<file path="config.mk">
export PLATFORM = sky130hd
export DESIGN_NAME = alu_operand_stage
export DESIGN_NICKNAME = d
export VERILOG_FILES = /design/src/rtl/alu_pkg.sv /design/src/rtl/alu_control_decode.sv /design/src/rtl/alu_operand_stage.sv
export SDC_FILE = /design/constraint.sdc
export NUM_CORES = 1
export LEC_CHECK = 0
export CAP_MARGIN = 20
export CORE_ASPECT_RATIO = 0.6
export CORE_MARGIN = 2
export CORE_UTILIZATION = 60
export DETAILED_ROUTE_END_ITERATION = 16
export DONT_BUFFER_PORTS = 1
export PLACE_DENSITY_LB_ADDON = 0.2
export RECOVER_POWER = 50
export SLEW_MARGIN = 20
export SYNTH_ARGS = -nofsm -noshare
export SYNTH_HDL_FRONTEND = slang
export SYNTH_SLANG_ARGS = --single-unit
</file>
<file path="constraint.sdc">
create_clock -name Clock -period 5.55 [get_ports Clock]
set_input_delay 1.11 -clock Clock [delete_from_list [all_inputs] [get_ports Clock]]
set_output_delay 1.11 -clock Clock [all_outputs]
set_load 0.01 [all_outputs]
</file>
<file path="src/rtl/alu_pkg.sv">
// Shared encodings for the ALU operand stage: ALU control codes, ALUOp values
// and R-type funct fields.
package alu_pkg;

    localparam logic [3:0] ALU_AND = 4'b0000;
    localparam logic [3:0] ALU_ADD = 4'b0001;
    localparam logic [3:0] ALU_SUB = 4'b0010;
    localparam logic [3:0] ALU_OR  = 4'b0011;
    localparam logic [3:0] ALU_SLL = 4'b0101;
    localparam logic [3:0] ALU_SRL = 4'b0110;
    localparam logic [3:0] ALU_SRA = 4'b1000;
    localparam logic [3:0] ALU_SLT = 4'b1001;

    localparam logic [2:0] OP_ADD   = 3'b000;
    localparam logic [2:0] OP_SUB   = 3'b001;
    localparam logic [2:0] OP_RTYPE = 3'b010;
    localparam logic [2:0] OP_ANDI  = 3'b011;
    localparam logic [2:0] OP_ORI   = 3'b100;
    localparam logic [2:0] OP_SLTI  = 3'b101;

    localparam logic [5:0] F_SLL  = 6'h00;
    localparam logic [5:0] F_SRL  = 6'h02;
    localparam logic [5:0] F_SRA  = 6'h03;
    localparam logic [5:0] F_ADD  = 6'h20;
    localparam logic [5:0] F_ADDU = 6'h21;
    localparam logic [5:0] F_SUB  = 6'h22;
    localparam logic [5:0] F_AND  = 6'h24;
    localparam logic [5:0] F_OR   = 6'h25;
    localparam logic [5:0] F_SLT  = 6'h2A;

    function automatic logic is_shift_op(input logic [2:0] aluop, input logic [5:0] funct);
        return (aluop == OP_RTYPE) && (funct == F_SLL || funct == F_SRL || funct == F_SRA);
    endfunction

    function automatic logic is_zext_op(input logic [2:0] aluop);
        return (aluop == OP_ANDI) || (aluop == OP_ORI);
    endfunction

endpackage

</file>
<file path="src/rtl/alu_control_decode.sv">
// Combinational ALUOp/funct to ALU control decode, flagging unsupported codes.
module alu_control_decode
    import alu_pkg::*;
(
    input  logic [2:0] ALUOp,
    input  logic [5:0] Funct,
    output logic [3:0] ALUCtrl,
    output logic       Illegal
);

    always_comb begin
        ALUCtrl = ALU_ADD;
        Illegal = 1'b0;
        case (ALUOp)
            OP_ADD:  ALUCtrl = ALU_ADD;
            OP_SUB:  ALUCtrl = ALU_SUB;
            OP_ANDI: ALUCtrl = ALU_AND;
            OP_ORI:  ALUCtrl = ALU_OR;
            OP_SLTI: ALUCtrl = ALU_SLT;
            OP_RTYPE: begin
                case (Funct)
                    F_ADD, F_ADDU: ALUCtrl = ALU_ADD;
                    F_SUB:         ALUCtrl = ALU_SUB;
                    F_AND:         ALUCtrl = ALU_AND;
                    F_OR:          ALUCtrl = ALU_OR;
                    F_SLT:         ALUCtrl = ALU_SLT;
                    F_SLL:         ALUCtrl = ALU_SLL;
                    F_SRL:         ALUCtrl = ALU_SRL;
                    F_SRA:         ALUCtrl = ALU_SRA;
                    default: begin
                        ALUCtrl = ALU_AND;
                        Illegal = 1'b1;
                    end
                endcase
            end
            default: begin
                ALUCtrl = ALU_ADD;
                Illegal = 1'b1;
            end
        endcase
    end

endmodule

</file>
<file path="src/rtl/alu_operand_stage.sv">
// Registered ID/EX stage feeding the ALU: valid/ready handshake, forwarding,
// immediate extension and shift-amount routing.
module alu_operand_stage
    import alu_pkg::*;
#(
    parameter int XLEN = 32
) (
    input  logic            Clock,
    input  logic            Reset_n,
    input  logic            InValid,
    output logic            InReady,
    input  logic            Flush,
    input  logic [2:0]      ALUOp,
    input  logic [5:0]      Funct,
    input  logic            ALUSrc,
    input  logic [15:0]     Imm16,
    input  logic [4:0]      Shamt,
    input  logic [4:0]      RsAddr,
    input  logic [4:0]      RtAddr,
    input  logic [4:0]      DestAddr,
    input  logic [XLEN-1:0] RsData,
    input  logic [XLEN-1:0] RtData,
    input  logic            FwdMemWe,
    input  logic [4:0]      FwdMemAddr,
    input  logic [XLEN-1:0] FwdMemData,
    input  logic            FwdWbWe,
    input  logic [4:0]      FwdWbAddr,
    input  logic [XLEN-1:0] FwdWbData,
    output logic            OutValid,
    input  logic            OutReady,
    output logic [XLEN-1:0] MuxOutA,
    output logic [XLEN-1:0] MuxOutB,
    output logic [3:0]      ALUCtrlOut,
    output logic [4:0]      DestAddrOut,
    output logic            IllegalOp
);

    logic            out_valid;
    logic [4:0]      rs_addr_q, rt_addr_q, dest_q, shamt_q;
    logic [XLEN-1:0] rs_data_q, rt_data_q, imm_q;
    logic            alusrc_q, shift_q, illegal_q;
    logic [3:0]      ctrl_q;

    logic [3:0]      dec_ctrl;
    logic            dec_illegal;
    logic            accept;
    logic [XLEN-1:0] imm_ext, fwd_rs, fwd_rt;

    alu_control_decode u_dec (
        .ALUOp   (ALUOp),
        .Funct   (Funct),
        .ALUCtrl (dec_ctrl),
        .Illegal (dec_illegal)
    );

    // MEM result is younger than WB, so it takes priority; r0 is never forwarded.
    function automatic logic [XLEN-1:0] fwd(
        input logic [4:0]      addr,
        input logic [XLEN-1:0] data,
        input logic            mem_we,
        input logic [4:0]      mem_addr,
        input logic [XLEN-1:0] mem_data,
        input logic            wb_we,
        input logic [4:0]      wb_addr,
        input logic [XLEN-1:0] wb_data
    );
        if (addr != 5'd0 && mem_we && mem_addr == addr) return mem_data;
        if (addr != 5'd0 && wb_we && wb_addr == addr)   return wb_data;
        return data;
    endfunction

    always_comb begin
        fwd_rs = fwd(rs_addr_q, rs_data_q, FwdMemWe, FwdMemAddr, FwdMemData,
                     FwdWbWe, FwdWbAddr, FwdWbData);
        fwd_rt = fwd(rt_addr_q, rt_data_q, FwdMemWe, FwdMemAddr, FwdMemData,
                     FwdWbWe, FwdWbAddr, FwdWbData);
        imm_ext = is_zext_op(ALUOp) ? {{(XLEN-16){1'b0}}, Imm16}
                                    : {{(XLEN-16){Imm16[15]}}, Imm16};
    end

    assign InReady = !out_valid | OutReady;
    assign accept  = InValid & InReady;

    always_ff @(posedge Clock) begin
        if (!Reset_n) begin
            out_valid <= 1'b0;
            rs_addr_q <= '0;
            rt_addr_q <= '0;
            dest_q    <= '0;
            shamt_q   <= '0;
            rs_data_q <= '0;
            rt_data_q <= '0;
            imm_q     <= '0;
            alusrc_q  <= 1'b0;
            shift_q   <= 1'b0;
            illegal_q <= 1'b0;
            ctrl_q    <= '0;
        end else if (Flush) begin
            out_valid <= 1'b0;
        end else if (accept) begin
            out_valid <= 1'b1;
            rs_addr_q <= RsAddr;
            rt_addr_q <= RtAddr;
            dest_q    <= DestAddr;
            shamt_q   <= Shamt;
            rs_data_q <= RsData;
            rt_data_q <= RtData;
            imm_q     <= imm_ext;
            alusrc_q  <= ALUSrc;
            shift_q   <= is_shift_op(ALUOp, Funct);
            illegal_q <= dec_illegal;
            ctrl_q    <= dec_ctrl;
        end else if (OutReady) begin
            out_valid <= 1'b0;
        end else if (out_valid) begin
            // Stalled: absorb results retiring now so they survive the stall.
            rs_data_q <= fwd_rs;
            rt_data_q <= fwd_rt;
        end
    end

    assign OutValid    = out_valid;
    assign MuxOutA     = shift_q ? {{(XLEN-5){1'b0}}, shamt_q} : fwd_rs;
    assign MuxOutB     = alusrc_q ? imm_q : fwd_rt;
    assign ALUCtrlOut  = ctrl_q;
    assign DestAddrOut = dest_q;
    assign IllegalOp   = illegal_q & out_valid;

endmodule

</file>
==> run_results.csv <==
group,metric,value,unit
routing,num_vias,8126,
logic_synthesis,synth_compound_area_frac,0.380,
place,dpl.hpwl,16600,um
final_layout,final_area,7810,um2
logic_synthesis,async_reset_ff_frac,0,
critical_path,critPathMaxStageDelay,1.35,ns
logic_synthesis,synth_warnings,0,
critical_path,path_class,"in2reg",
logic_synthesis,syn_area,7610,um2
critical_path,crit_family,"simple AND/OR/NAND/NOR gates",
critical_path,endpoint_kind,"flop",
critical_path,crit_fanout,37,
final_layout,fin_nets,1159,
timing,slew_viol_final,67,
global_routing,grt_max_degree,129,
critical_path,start_kind,"primary input",
global_routing,gr-usage-all-layers,0.357,
routing,drc,0,
logic_synthesis,synth_xor_area_frac,0.0242,
critical_path,worstPathCellList,"nand2b_1, and2_0, clkbuf_1, nand2_1, a31oi_1",
place,dpl-instance-area,7530,um2
timing,hold_viol_final,0,
place,gp_congestion,0.917,
floorplanning,die_w,149,um
critical_path,slowest_stage,"clkbuf_1",
critical_path,r2r_end,"rt_data_q[17]",
floorplanning,fp.dieH,91.2,um
clocking,postCtsHoldBufs,0,
timing,rsz0062_at_grt,"no",
critical_path,cp.arrival,4.56,ns
clocking,cts_sinks,109,
logic_synthesis,synth.distinct_cells,42,
power_and_ir_drop,p_leak,2.89,nW
logic_synthesis,synth-adder-area-share,0,
timing,finClkSkew,0.0113,ns
place,port-buffer-count,0,
clocking,clockBufferDepth,2,
floorplanning,coreArea,12200,um2
critical_path,path_depth,5,
logic_synthesis,ys_seq_area_frac,0.287,
logic_synthesis,syn_inst,1048,
timing,setup_violations,0,
logic_synthesis,synth.mux.area_fraction,0,
clocking,htreeDepth,3,
clocking,cts_buffers,9,
logic_synthesis,synth_simple_gate_area_share,0.228,
critical_path,reg2reg_slack,1.68,ns
critical_path,worst-path-buf-inv,1,
outcome,violations,"max-capacitance violations, max-slew violations",
final_layout,layout_common_cells,"nand2_1, dfxtp_1, a21boi_0, o21ai_0",
critical_path,crit_path_start,"OutReady",
clocking,insertion_delay,0.35,ns
final_layout,drive_above_1_share,0.0463,
outcome,outcome,"finished, violations left",
timing,tightest_slew,1.75,ns
logic_synthesis,syn_avg_cell_area,7.26,um2
final_layout,final_common_cell,"nand2_1",
final_layout,fin_util,0.640,
routing,wl_per_cell,22.1,um
floorplanning,initial_core_util,0.623,
floorplanning,die_area,13600,um2
routing,drt_iter0_drc,872,
routing,drtAntennaViolNets,0,
routing,first_pass_iters,7,
power_and_ir_drop,power.density,241,nW/um2
global_routing,antenna_found_initial,0,
clocking,path_clk_slew,0.08,ns
critical_path,r2r_start,"OutValid",
timing,fmax,233,MHz
clocking,cts_setup_buffers,0,
clocking,cts_tree,"done",
logic_synthesis,syn_nets,1239,
clocking,post_cts_resized,0,
final_layout,area.growth.synth_to_final,2.70,%
power_and_ir_drop,peakVddDrop,145,uV
final_layout,antenna_cells,0,
timing,relSlewSlack,-0.167,
floorplanning,rows,31,
critical_path,reg2reg_depth,5,
critical_path,crit_required,5.82,ns
logic_synthesis,synth_seq_cells,109,
logic_synthesis,ys.flop_type,"dfxtp_1",
clocking,cts_root_buf,"clkbuf_16",
logic_synthesis,synth-edff-count,0,
global_routing,grt_pass1_vias,7499,
flow_run,drv_cap,2,
global_routing,grt_pass1_wl,39400,um
critical_path,endpoint,"rt_data_q[17]",
timing,fin_setup_tns,0,ns
worst_hold_path,hold_class,"reg2reg",
timing,post-route-period-util,0.773,
floorplanning,io_pins,267,
timing,layout_min_cycle_time,4.29,ns
routing,via_per_inst,7.15,
global_routing,grt_remaining_overflow,0,
routing,drt_wl_total,25100,um
logic_synthesis,synth_top_family_by_area,"compound AO/OA/AOI/OAI gates",
cells by family (layout without fill, tap and decap cells):
| group | count (synthesis) | after routing |
|---|---|---|
| flops | 109 | 109 |
| compound gates | 419 | 419 |
| simple gates | 353 | 353 |
| xor+xnor | 21 | 21 |
| buf+inv | 146 | 70 |
area by class of cell:
class / instances / area [um2]
timing repair buffer: 18 / 131
fill: 1126 / 4400
tap: 165 / 206
clock buffer: 12 / 246
clock inverter: 3 / 46.3
sequential: 109 / 2180
multi-input combinational: 793 / 4860
inverter: 37 / 139
sequential cells by signal, summed over array words and instances, names as in the netlist:
signal	count
alusrc_q	1
shamt_q	5
rs_data_q	32
rs_addr_q	5
OutValid	1
illegal_q	1
DestAddrOut	5
rt_addr_q	5
imm_q	17
ALUCtrlOut	4
rt_data_q	32
shift_q	1
how the worst min path moves through the flow:
stage	slack (ns)	depth (start not counted)	to	from
6_report	0.46	2	imm_q[5]	imm_q[5]
5_1_grt	0.49	2	imm_q[6]	imm_q[6]
4_1_cts	0.47	2	imm_q[9]	imm_q[9]
3_5_place_dp	0.46	2	imm_q[9]	imm_q[9]
3_3_place_gp	0.45	2	imm_q[13]	imm_q[13]
2_1_floorplan	0.44	2	imm_q[0]	imm_q[0]
power breakdown:
part	switching (mW)	internal, mW	total [mW]
logic	0.240	0.121	0.361
clock network	0.297	0.362	0.659
registers	0.0322	0.830	0.862
total	0.569	1.31	1.88
layer usage:
metal	share of wire	track usage
met2	0.43	0.532
met1	0.41	0.494
met5	0	0
met4	0.024	0.107
met3	0.13	0.109
worst min-delay path, stage by stage (launching register included):
cell and delay, ns:
dfxtp_1 0.31, nand2_1 0.04, a21boi_0 0.06
Yosys cell counts (5+ instances only):
cell type	number	area, um2
buf_1	6	22.5
buf_2	14	70.1
and3_1	65	407
a21boi_0	67	503
xor2_1	20	175
o21ai_0	68	340
o311ai_1	64	561
o21ai_1	37	185
clkbuf_1	82	308
a21oi_1	7	35.0
nand2_1	163	612
o31ai_1	64	480
dfxtp_1	109	2180
a31oi_1	65	407
inv_1	37	139
nand3_1	64	320
and2_1	5	31.3
nor2_1	30	113
buf_6	6	67.6
a21boi_1	35	263
per-stage QoR:
stage	power, mW	worst slack, ns	std cells	hold WS (ns)
6_report	1.88	1.26	1137	0.464
5_1_grt	1.96	0.917	1137	0.493
3_5_place_dp	1.23	1.47	1122	0.458
4_1_cts	1.88	1.46	1137	0.468
2_1_floorplan	1.16	1.98	1048	0.444
3_3_place_gp	1.23	1.49	1122	0.451
Note: power is estimated with default switching activity, not from simulation.
